[config.mk]
export PLATFORM = sky130hd
export DESIGN_NAME = ram_arbiter
export DESIGN_NICKNAME = d
export VERILOG_FILES = /design/src/rtl/ram_arbiter.sv
export SDC_FILE = /design/constraint.sdc
export NUM_CORES = 1
export LEC_CHECK = 0
export ABC_AREA = 1
export ABC_CLOCK_PERIOD_IN_PS = 1500
export CORE_MARGIN = 1
export CORE_UTILIZATION = 35
export CTS_CLUSTER_DIAMETER = 200
export DETAILED_ROUTE_END_ITERATION = 7
export MAX_ROUTING_LAYER = met4
export PLACE_DENSITY = 0.67
export SLEW_MARGIN = 20
export SYNTH_ARGS = -nofsm -noshare
export SYNTH_HDL_FRONTEND = slang
export SYNTH_SLANG_ARGS = --single-unit
[constraint.sdc]
create_clock -name clk -period 1.5 [get_ports clk]
set_input_delay 0.15 -clock clk [delete_from_list [all_inputs] [get_ports clk]]
set_output_delay 0.15 -clock clk [all_outputs]
set_load 0.005 [all_outputs]
[src/rtl/ram_arbiter.sv]
// Two-port arbiter and sequencer for a single-port synchronous RAM with a registered read.
// Build option RAM_ARB_FIXED_PRIO_EN selects fixed priority (port 0 first) instead of round-robin.
module ram_arbiter #(
    parameter int DATA_W   = 8,
    parameter int ADDR_W   = 6,
    parameter int READ_LAT = 1
) (
    input  logic              clk,
    input  logic              rst_n,
    input  logic              req0,
    input  logic              req1,
    input  logic              we0,
    input  logic              we1,
    input  logic [ADDR_W-1:0] addr0,
    input  logic [ADDR_W-1:0] addr1,
    input  logic [DATA_W-1:0] wdata0,
    input  logic [DATA_W-1:0] wdata1,
    output logic              gnt0,
    output logic              gnt1,
    output logic              rvalid0,
    output logic              rvalid1,
    output logic [DATA_W-1:0] rdata0,
    output logic [DATA_W-1:0] rdata1,
    output logic              ram_we,
    output logic [ADDR_W-1:0] ram_addr,
    output logic [DATA_W-1:0] ram_data,
    input  logic [DATA_W-1:0] ram_q,
    output logic              busy,
    output logic [1:0]        dbg_state
);

    // Handshake: a requester holds req/we/addr/wdata stable until it sees its one-cycle gnt;
    // a req still high when the FSM is back in IDLE counts as a fresh command. rvalid is a
    // one-cycle pulse and rdata holds until that port's next read completes.
    typedef enum logic [1:0] {
        IDLE   = 2'd0,
        ACCESS = 2'd1,
        RDWAIT = 2'd2
    } state_t;

    localparam int              CNT_W    = 2;
    localparam logic [CNT_W-1:0] CNT_LOAD = CNT_W'(READ_LAT - 1);

    state_t              state_q;
    logic [CNT_W-1:0]    cnt_q;
    logic                id_q;
    logic                gnt0_q, gnt1_q;
    logic                rvalid0_q, rvalid1_q;
    logic [DATA_W-1:0]   rdata0_q, rdata1_q;
    logic                ram_we_q;
    logic [ADDR_W-1:0]   ram_addr_q;
    logic [DATA_W-1:0]   ram_data_q;

    logic                any_req_d;
    logic                win_d;

    assign any_req_d = req0 | req1;

`ifdef RAM_ARB_FIXED_PRIO_EN
    assign win_d = ~req0;
`else
    logic ptr_q;

    assign win_d = (req0 && req1) ? ptr_q : req1;

    // The favoured port becomes whichever one was not just granted.
    always_ff @(posedge clk or negedge rst_n) begin
        if (!rst_n) begin
            ptr_q <= 1'b0;
        end else if (state_q == IDLE && any_req_d) begin
            ptr_q <= ~win_d;
        end
    end
`endif

    always_ff @(posedge clk or negedge rst_n) begin
        if (!rst_n) begin
            state_q    <= IDLE;
            cnt_q      <= '0;
            id_q       <= 1'b0;
            gnt0_q     <= 1'b0;
            gnt1_q     <= 1'b0;
            rvalid0_q  <= 1'b0;
            rvalid1_q  <= 1'b0;
            rdata0_q   <= '0;
            rdata1_q   <= '0;
            ram_we_q   <= 1'b0;
            ram_addr_q <= '0;
            ram_data_q <= '0;
        end else begin
            gnt0_q    <= 1'b0;
            gnt1_q    <= 1'b0;
            rvalid0_q <= 1'b0;
            rvalid1_q <= 1'b0;
            case (state_q)
                IDLE: begin
                    if (any_req_d) begin
                        id_q       <= win_d;
                        gnt0_q     <= ~win_d;
                        gnt1_q     <= win_d;
                        ram_we_q   <= win_d ? we1 : we0;
                        ram_addr_q <= win_d ? addr1 : addr0;
                        ram_data_q <= win_d ? wdata1 : wdata0;
                        state_q    <= ACCESS;
                    end
                end
                ACCESS: begin
                    // The RAM samples the command on the edge that leaves this state.
                    ram_we_q <= 1'b0;
                    if (ram_we_q) begin
                        state_q <= IDLE;
                    end else begin
                        cnt_q   <= CNT_LOAD;
                        state_q <= RDWAIT;
                    end
                end
                RDWAIT: begin
                    if (cnt_q == '0) begin
                        if (id_q) begin
                            rdata1_q  <= ram_q;
                            rvalid1_q <= 1'b1;
                        end else begin
                            rdata0_q  <= ram_q;
                            rvalid0_q <= 1'b1;
                        end
                        state_q <= IDLE;
                    end else begin
                        cnt_q <= cnt_q - 1'b1;
                    end
                end
                default: state_q <= IDLE;
            endcase
        end
    end

    assign gnt0      = gnt0_q;
    assign gnt1      = gnt1_q;
    assign rvalid0   = rvalid0_q;
    assign rvalid1   = rvalid1_q;
    assign rdata0    = rdata0_q;
    assign rdata1    = rdata1_q;
    assign ram_we    = ram_we_q;
    assign ram_addr  = ram_addr_q;
    assign ram_data  = ram_data_q;
    assign busy      = (state_q != IDLE);
    assign dbg_state = state_q;

endmodule

### Word-level counts from Yosys, hierarchy flattened

Index checks and enable logic that the tools add are counted.
W data, S select, Z words.

| storage, ports and cells | value |
|---|---|
| bits in registers | 41 |

| operators by class | value |
|---|---|
| add/subtract/negate cells | 1 |
| bitwise gates (word level) | 3 |
| reductions and logical operators | 13 |
| eq/ne operators | 6 |
| mux-type cells | 23 |

Operators with widths:

| cell | count |
|---|---|
| $mux W1 | 13 |
| $mux W2 | 5 |
| $reduce_and A3 Y1 | 3 |
| $mux W8 | 1 |
| $ne A2 B2 Y1 const B | 4 |
| $mux W6 | 1 |
| $pmux W2 S3 | 1 |
| $reduce_and A2 Y1 | 3 |
| $reduce_bool A2 Y1 | 3 |
| $logic_not A2 Y1 | 2 |
| $pmux W2 S2 | 1 |
| $eq A2 B1 Y1 const B | 1 |
| $eq A2 B2 Y1 const B | 1 |
| $logic_and A1 B1 Y1 | 2 |
| $not A1 Y1 | 2 |
| $pmux W1 S2 | 1 |
| $sub A2 B1 Y2 const B | 1 |
| $or A1 B1 Y1 | 1 |

### Longest topological paths before layout

Gate-level depths: netlist of the first run.

| logic depth | value |
|---|---|
| word-level depth | 5 |
| depth in mapped cells | 7 |
| gate-level depth less buffers | 7 |

### Least setup slack after synthesis of the first run

No wires, ideal clock.

| timing path | value |
|---|---|
| path type | reg-to-reg |
| start point | register cnt_q[0] |
| end point | register rdata1_q[4] (netlist: rdata1[4]) |
| buffers on the path | 1 |
| path slack | 0.345 ns |
| data required time | 1.379 ns |
| data arrival time | 1.034 ns |
| cell stages (with the launch flop) | 7 |
| library setup time | 0.121 ns |
| path through | dfrtp_1 > inv_1 > ha_1 > nand3_2 > buf_6 > nand2_1 > o21ai_1 |

| on the way | value |
|---|---|
| cells in the longest elaborated chain, start to end | 2 |

RTL lines:

| what | RTL line | source |
|---|---|---|
| start, declared | 45 | `logic [CNT_W-1:0] cnt_q;` |
| start signal, assigned | 128 | `cnt_q <= cnt_q - 1'b1;` |
| $logic_not A2 Y1 | 118 | `if (cnt_q == '0) begin` |
| $reduce_and A3 Y1 (no line) | -- |  |
| end signal, assigned | 120 | `rdata1_q <= ram_q;` |
| end, declared | 49 | `logic [DATA_W-1:0] rdata0_q, rdata1_q;` |

No other way between the ends.
A chain may end at the register's enable or synchronous reset.

### Worst setup path in the final report of the first run

| timing path | value |
|---|---|
| start point | register state_q[1] (netlist: dbg_state[1]) |
| end point | output dbg_state[1] |

RTL lines:

| what | RTL line | source |
|---|---|---|
| start, declared | 44 | `state_t state_q;` |
| start signal, assigned | 78 | `state_q <= IDLE;` |
| start signal, assigned | 104 | `state_q <= ACCESS;` |
| start signal, assigned | 111 | `state_q <= IDLE;` |
| end, declared | 29 | `output logic [1:0] dbg_state` |

No word-level cell between the ends.

==> out/metrics.cfg, run 1 <==
[die]
dieArea_sq_um = 5800
die_x_um = 76.1
core-area_sq_um = 5200
rows = 26
die_h_um = 76.1
start_util_pct = 36.9
top_level_ports = 80

[power_and_ir_drop]
p_leak_uw = 0.00145
p_per_area_nw_per_um2 = 1760
ir_drop_v = 0.000762

[timing]
finalHoldViolCount = 0
finalCritPeriodShare_pct = 95.7
setup_tns_ps = 0
setup_violations = 0
rsz0062_at_grt = false
clock-skew-final_ps = 3.91
worst_pin_slew_ps = 489
slew_viol_final = 0
relSlewSlack_pct = 67.4
fmax_ghz = 0.697
fin_crit_ps = 1440
setup_ws_ps = 64.9

[global_route]
grt_pass1_wl_mm = 7.65
antenna_found_initial = 0
grt_start_max_net_pins = 22
grt_pass1_vias = 1616
grt-ovfl-total = 0
grtUsageTotal_pct = 16.8

[critical_path]
rr_startpoint = dbg_state[0]
startpoint_type = flop
path_class = reg2out
slowest_stage = clkdlybuf4s50_1
reg2reg_to = rdata0[5]
crit_fanout = 2
worst_r2r_path_depth = 5
cpPeakStageDelay_ps = 490
cp.depth = 2
cp.required_ps = 1350
cp.arrival_ps = 1290
critical_path.endpoint_type = output pin
crit_chain = buf_4 -> clkdlybuf4s50_1
cpLargestDelayFamily = buffers and inverters
crit_buf_inv = 2
reg2reg_slack_ps = 140

[placed_design]
gp_congestion = 0.754
hpwl_mm = 3.30
portBuffers = 79
preCtsSetupSlack_ps = 96.7

[routing]
vias = 1657
ant_nets = 0
via_per_inst = 4.43
drt_iter0_drc = 94
wl_per_cell_um = 12.1
first_pass_iters = 4
routed_wl_mm = 4.53
drc = 0

[yosys]
yosysMostFrequentCell = nand2_1
syn_area_sq_um = 1920
synth_cells = 216
ys_top_cells_by_count = nand2_1 (66), dfrtp_1 (41), inv_1 (33), nand3_1 (18), nand3b_1 (15)
yosys.area.top_type = dfrtp_1
synthFlopType = dfrtp_1
synth.area.top_cells = dfrtp_1 (53%), nand2_1 (13%), inv_1 (6.4%)
synth_edf_count = 0
synth_cell_type_count = 22
synthesis.nets = 259
seq_area_frac_synth_pct = 53.4
yosys_warnings = 0
async_reset_ff_share_pct = 100
synth_seq_cells = 41
syn_avg_cell_area_sq_um = 8.90
yosys.area.top_type_share_pct = 53.4

[outcome]
outcome = finished, final reports clean

[layout]
num_antenna_cells = 0
drive_gt1_share_pct = 10.9
nFillCells = 496
finalNetCount = 346
area_growth_pct = 51.7

[clock_tree]
cts_max_level = 2
cts-buffers-inserted = 5
cts.sinks = 41
cts_tree = yes
cts_root_buf = clkbuf_8
clk_latency_ps = 280
clockBufferDepth = 2
clk_pin_slew_ps = 70

[worst_hold_path]
hp-class = in2async

[flow_run]
cap_violations = 0

==> worst max path at each step <==
stage,startpoint,end
finish,dbg_state[1],dbg_state[1]
floorplan,cnt_q[0],rdata1[4]
global route,cnt_q[0],rdata0[2]
global placement,req1,id_q
detailed placement,req1,id_q
CTS,dbg_state[0],dbg_state[0]
==> stage by stage <==
stage          hold slack, ps  power [uW]  utilization [%]  area, sq um  std cells
6_report                  359        5120             56.1         2920        374
5_1_grt                   411        5500             56.1         2920        374
4_1_cts                   379        5180             55.9         2910        374
3_5_place_dp              144        4420             53.7         2800        363
3_3_place_gp              146        4350             53.7         2800        363
2_1_floorplan            -146        3070                -         1920        216
==> timing repair <==
| action | in CTS | in global routing |
|---|---|---|
| setup buffers | 2 | 0 |
| hold buffers | 1 | 0 |
| gates resized for setup | 3 | 2 |
| hold endpoints to repair | 20 | 0 |
| setup endpoints to repair | 1 | 6 |
==> layout by cell type (no fill, tap or decap), drive strengths merged <==
| cell type | instances |
|---|---|
| a21oi | 2 |
| buf | 9 |
| clkbuf | 6 |
| clkdlybuf4s50 | 76 |
| clkinv | 2 |
| dfrtp | 41 |
| dlygate4sd2 | 1 |
| dlygate4sd3 | 1 |
| dlymetal6s2s | 1 |
| ha | 1 |
| inv | 34 |
| nand2 | 69 |
| nand3 | 20 |
| nand3b | 15 |
| nor2 | 7 |
| o21ai | 19 |
==> logic make-up after synthesis <==
logic type / share of synthesized area [%]
AND/OR/NAND/NOR: 28.4
buffers and inverters: 10.3
flip-flops: 53.4
AO/OA/AOI/OAI: 7.22
adder cells (fa/ha/maj): 0.651
==> metal layers <==
metal / up-vias / part of all wire (%) / global-route usage (%)
met4: 0 / 0.66 / 4.04
met2: 57 / 52 / 29.7
li1: 843 / - / -
met1: 752 / 43 / 19.9
met3: 5 / 4.5 / 2.99
met5: - / 0 / -
==> final cells by class <==
class / instances / area [sq um] / share of cell area (%)
clock buffer: 6 / 72.6 / 2.49
clock inverter: 2 / 10.0 / 0.343
inverter: 34 / 128 / 4.37
multi-input combinational: 133 / 711 / 24.4
sequential: 41 / 1030 / 35.2
tap: 70 / 87.6 / 3.00
timing repair buffer: 88 / 882 / 30.2
==> registers in the layout, indices dropped and copies added (netlist names) <==
| register | flops |
|---|---|
| rdata0 | 8 |
| gnt0 | 1 |
| ram_addr | 6 |
| ptr_q | 1 |
| ram_data | 8 |
| rvalid0 | 1 |
| cnt_q | 2 |
| ram_we | 1 |
| rvalid1 | 1 |
| rdata1 | 8 |
| dbg_state | 2 |
| id_q | 1 |
| gnt1 | 1 |
==> report_power, final <==
group	switching [uW]	total [uW]	internal (uW)
Sequential	287	1920	1630
Clock	364	686	323
Combinational	1130	2520	1390
Total	1780	5120	3350
Power figures use the tool's default switching activity.
==> inputs of run 2 (changes only) <==
--- a/config.mk
+++ b/config.mk
@@ -13,6 +13,7 @@
 export DETAILED_ROUTE_END_ITERATION = 7
 export MAX_ROUTING_LAYER = met4
 export PLACE_DENSITY = 0.67
+export SKIP_CTS_REPAIR_TIMING = 1
 export SLEW_MARGIN = 20
 export SYNTH_ARGS = -nofsm -noshare
 export SYNTH_HDL_FRONTEND = slang
==> run 2 against run 1 <==
Maximum frequency up 0.25%. Critical endpoint unchanged. Largest cell class unchanged. Clock power about the same. First-iteration DRC count up 17%.
==> out/metrics.cfg, run 2 (synthesis gave the netlist of run 1 again) <==
[die]
top_level_ports = 80  ; unchanged
start_util_pct = 36.9  ; unchanged
die_x_um = 76.1  ; unchanged
core-area_sq_um = 5200  ; unchanged
rows = 26  ; unchanged
die_h_um = 76.1  ; unchanged
dieArea_sq_um = 5800  ; unchanged

[critical_path]
cp.arrival_ps = 1280  ; was 1290 ps
cp.required_ps = 1350  ; about the same
critical_path.endpoint_type = output pin  ; unchanged
worst_r2r_path_depth = 5  ; unchanged
crit_fanout = 3  ; was 2
rr_startpoint = dbg_state[0]  ; unchanged
cp-startpoint = dbg_state[1]  ; unchanged
crit_chain = buf_4 -> clkdlybuf4s50_1  ; unchanged
cpPeakStageDelay_ps = 490  ; about the same
slowest_stage = clkdlybuf4s50_1  ; unchanged
path_class = reg2out  ; unchanged
startpoint_type = flop  ; unchanged
reg2reg_to = rdata0[5]  ; unchanged
reg2reg_slack_ps = 130  ; was 140 ps

[clock_tree]
cts-buffers-inserted = 5  ; unchanged
clockBufferDepth = 2  ; unchanged
cts.sinks = 41  ; unchanged
cts_max_level = 2  ; unchanged
clk_latency_ps = 280  ; about the same
cts_root_buf = clkbuf_8  ; unchanged
cts_tree = yes  ; unchanged
clk_pin_slew_ps = 80  ; was 70 ps

[flow_run]
cap_violations = 0  ; unchanged

[timing]
fin_crit_ps = 1430  ; was 1440 ps
finalHoldViolCount = 0  ; unchanged
worst_pin_slew_ps = 489  ; about the same
relSlewSlack_pct = 67.4  ; about the same
clock-skew-final_ps = 3.24  ; was 3.91 ps
rsz0062_at_grt = false  ; unchanged
fmax_ghz = 0.699  ; was 0.697 GHz
fin_hold_ws_ps = 359  ; about the same
finalCritPeriodShare_pct = 95.4  ; was 95.7%
slew_viol_final = 0  ; unchanged
setup_violations = 0  ; unchanged
setup_ws_ps = 68.5  ; was 64.9 ps

[routing]
wl_per_cell_um = 11.9  ; was 12.1 um
ant_nets = 0  ; unchanged
drc = 0  ; unchanged
routed_wl_mm = 4.49  ; was 4.53 mm
vias = 1667  ; was 1657
first_pass_iters = 4  ; unchanged
drt_iter0_drc = 110  ; was 94
via_per_inst = 4.42  ; was 4.43

[power_and_ir_drop]
ir_drop_v = 0.000772  ; was 0.000762 V
fin_total_pwr_uw = 5180  ; was 5120 uW
p_per_area_nw_per_um2 = 1760  ; about the same
p_leak_uw = 0.00146  ; was 0.00145 uW

[global_route]
antenna_found_initial = 0  ; unchanged
grt_pass1_wl_mm = 7.53  ; was 7.65 mm
grt_pass1_vias = 1587  ; was 1616
grtUsageTotal_pct = 16.5  ; was 16.8%
grt_start_max_net_pins = 22  ; unchanged
grt-ovfl-total = 0  ; unchanged

[layout]
final_area_sq_um = 2940  ; was 2920 sq um
finalNetCount = 349  ; was 346
most-common-layout-cells = clkdlybuf4s50_1 (77), nand2_1 (66), dfrtp_1 (40)  ; was clkdlybuf4s50_1 (76), nand2_1 (66), dfrtp_1 (40)
num_antenna_cells = 0  ; unchanged
final_core_util_pct = 56.5  ; was 56.1%
final_common_cell = clkdlybuf4s50_1  ; unchanged
area_growth_pct = 53.0  ; was 51.7%
drive_gt1_share_pct = 11.7  ; was 10.9%

[worst_hold_path]
hp-class = in2async  ; unchanged

[outcome]
outcome = finished, final reports clean  ; unchanged

[placed_design]
gp_congestion = 0.754  ; unchanged
portBuffers = 79  ; unchanged
preCtsSetupSlack_ps = 96.7  ; unchanged
hpwl_mm = 3.30  ; unchanged
placed_area_sq_um = 2800  ; unchanged

-- run 2: worst max path at each step --
stage                               to  cells past startpoint
final                     dbg_state[1]                      2
after global routing         rdata0[2]                      5
after CTS                         busy                      3
after detailed placement          id_q                      6
after global placement            id_q                      6
after floorplan              rdata1[4]                      6
-- run 2: critical path, delay by kind of cell (launching register included) --
family   cells  cell delay, ps
buf+inv      2             610
flops        1             390
-- run 2: report_power, final --
part / internal (uW) / switching [uW] / total (uW)
logic: 1450 / 1120 / 2570
registers: 1630 / 294 / 1930
clock network: 323 / 366 / 688
total: 3400 / 1780 / 5180
-- run 2: per-stage QoR --
stage                     cells  TNS, ps
after floorplan             216        0
after global placement      363        0
after detailed placement    363        0
after CTS                   371     -166
after global routing        377        0
final                       377        0
-- run 2: final cells by class --
class	count	area [sq um]
Sequential cell	41	1030
Fill cell	488	2260
Clock inverter	2	10.0
Multi-Input combinational cell	133	711
Inverter	34	128
Clock buffer	6	72.6
Timing Repair Buffer	91	906
Tap cell	70	87.6
-- run 2: routing by layer --
metal  track usage [%]  wire length (um)  vias to the layer above
met2              28.6              2290                       61
met4              4.04                31                        0
met3              3.11               219                        5
met5                 -                 0                        -
li1                  -                 -                      846
met1              19.9              1950                      755
==> inputs of run 3 (changes only) <==
--- a/config.mk
+++ b/config.mk
@@ -9,6 +9,7 @@
 export ABC_CLOCK_PERIOD_IN_PS = 1500
 export CORE_MARGIN = 1
 export CORE_UTILIZATION = 35
+export CTS_BUF_LIST = sky130_fd_sc_hd__clkbuf_2 sky130_fd_sc_hd__clkbuf_4 sky130_fd_sc_hd__clkbuf_8
 export CTS_CLUSTER_DIAMETER = 200
 export DETAILED_ROUTE_END_ITERATION = 7
 export MAX_ROUTING_LAYER = met4
==> run 3 against run 2 <==
First-iteration DRC count down 11%. Die area unchanged. Sequential share of layout area about the same. Clock power up 2%. Final cell count unchanged. Global-route usage about the same. Clock skew up 0.72 ps. Hold slack about the same. Routed wire length down 0.25%. Critical path type unchanged.
==> out/metrics.cfg, run 3 (synthesis gave the netlist of run 1 again) <==
[placed_design]
preCtsSetupSlack_ps = 96.7  ; unchanged
portBuffers = 79  ; unchanged
gp_congestion = 0.754  ; unchanged
placed_area_sq_um = 2800  ; unchanged
hpwl_mm = 3.30  ; unchanged

[clock_tree]
clk_pin_slew_ps = 80  ; about the same
cts-buffers-inserted = 5  ; unchanged
cts.sinks = 41  ; unchanged
clk_latency_ps = 280  ; about the same
cts_max_level = 2  ; unchanged
clockBufferDepth = 2  ; unchanged
cts_root_buf = clkbuf_8  ; unchanged
cts_tree = yes  ; unchanged

[layout]
drive_gt1_share_pct = 12.1  ; was 11.7%
num_antenna_cells = 0  ; unchanged
most-common-layout-cells = clkdlybuf4s50_1 (77), nand2_1 (66), dfrtp_1 (40)  ; unchanged
finalNetCount = 349  ; unchanged
nFillCells = 489  ; was 488
final_common_cell = clkdlybuf4s50_1  ; unchanged
final_core_util_pct = 56.6  ; was 56.5%
area_growth_pct = 53.2  ; was 53.0%
final_area_sq_um = 2950  ; was 2940 sq um

[global_route]
grt_start_max_net_pins = 22  ; unchanged
grt_pass1_wl_mm = 7.53  ; about the same
grt_pass1_vias = 1589  ; was 1587
grt-ovfl-total = 0  ; unchanged
grtUsageTotal_pct = 16.6  ; was 16.5%
antenna_found_initial = 0  ; unchanged

[die]
die_x_um = 76.1  ; unchanged
die_h_um = 76.1  ; unchanged
start_util_pct = 36.9  ; unchanged
dieArea_sq_um = 5800  ; unchanged
core-area_sq_um = 5200  ; unchanged
top_level_ports = 80  ; unchanged
rows = 26  ; unchanged

[timing]
setup_tns_ps = 0  ; unchanged
fmax_ghz = 0.700  ; was 0.699 GHz
clock-skew-final_ps = 3.97  ; was 3.24 ps
rsz0062_at_grt = false  ; unchanged
worst_pin_slew_ps = 489  ; about the same
relSlewSlack_pct = 67.4  ; about the same
fin_crit_ps = 1430  ; about the same
slew_viol_final = 0  ; unchanged
setup_ws_ps = 71.3  ; was 68.5 ps
setup_violations = 0  ; unchanged
finalCritPeriodShare_pct = 95.2  ; was 95.4%
finalHoldViolCount = 0  ; unchanged

[power_and_ir_drop]
ir_drop_v = 0.000772  ; about the same
p_per_area_nw_per_um2 = 1760  ; about the same
fin_total_pwr_uw = 5190  ; was 5180 uW
p_leak_uw = 0.00146  ; about the same

[critical_path]
cp-startpoint = dbg_state[1]  ; unchanged
reg2reg_slack_ps = 130  ; about the same
critical_path.endpoint_type = output pin  ; unchanged
crit_fanout = 3  ; unchanged
cp.arrival_ps = 1280  ; about the same
startpoint_type = flop  ; unchanged
path_class = reg2out  ; unchanged
worst_r2r_path_depth = 5  ; unchanged
rr_startpoint = dbg_state[0]  ; unchanged
reg2reg_to = rdata0[5]  ; unchanged
cp.required_ps = 1350  ; about the same
crit_end = dbg_state[1]  ; unchanged

[outcome]
outcome = finished, final reports clean  ; unchanged

[routing]
vias = 1666  ; was 1667
wl_per_cell_um = 11.9  ; about the same
drc = 0  ; unchanged
drt_iter0_drc = 98  ; was 110
first_pass_iters = 4  ; unchanged
via_per_inst = 4.42  ; about the same
ant_nets = 0  ; unchanged
routed_wl_mm = 4.48  ; was 4.49 mm

[flow_run]
cap_violations = 0  ; unchanged

[worst_hold_path]
hp-class = in2async  ; unchanged

## run 3: cell counts in the layout (fill, tap and decap cells not counted)
Identical to the previous run, type by type.
## run 3: cell type report
class	count	area [sq um]	share of cell area, %
Sequential cell	41	1030	34.9
Timing Repair Buffer	91	906	30.8
Multi-Input combinational cell	133	711	24.1
Clock buffer	6	76.3	2.59
Clock inverter	2	10.0	0.340
Tap cell	70	87.6	2.97
Inverter	34	128	4.33
## run 3: worst max-delay path, stage by stage (launching register included)
cell	delay, ps
dfrtp_1	390
buf_4	120
clkdlybuf4s50_1	480
## run 3: how the worst min path moves through the flow
stage	start	endpoint	slack, ps	cells past startpoint
2_1_floorplan	rst_n	cnt_q[0]	-150	0
3_3_place_gp	rst_n	rdata0[3]	150	1
3_5_place_dp	rst_n	rdata0[3]	140	1
4_1_cts	rst_n	rdata0[3]	-160	1
5_1_grt	rst_n	rdata0[3]	410	2
6_report	rst_n	rdata0[3]	360	2
## run 3: layer usage
layer,share of wire (%),vias up,GRT usage (%)
met5,0,-,-
met4,0.69,0,4.04
met3,4.4,5,3.11
met2,51,52,28.6
met1,44,763,20.0
li1,-,846,-
## run 3: power breakdown
| part | internal [uW] | leakage (uW) | switching (uW) |
|---|---|---|---|
| combinational | 1450 | 0.000909 | 1120 |
| sequential | 1630 | 0.000505 | 294 |
| clock | 341 | 0.0000484 | 362 |
| total | 3420 | 0.00146 | 1770 |
## run 3: metrics by stage
stage               instances  hold WS, ps
floorplan                 216         -146
global placement          363          146
detailed placement        363          144
CTS                       371         -163
global route              377          412
finish                    377          359
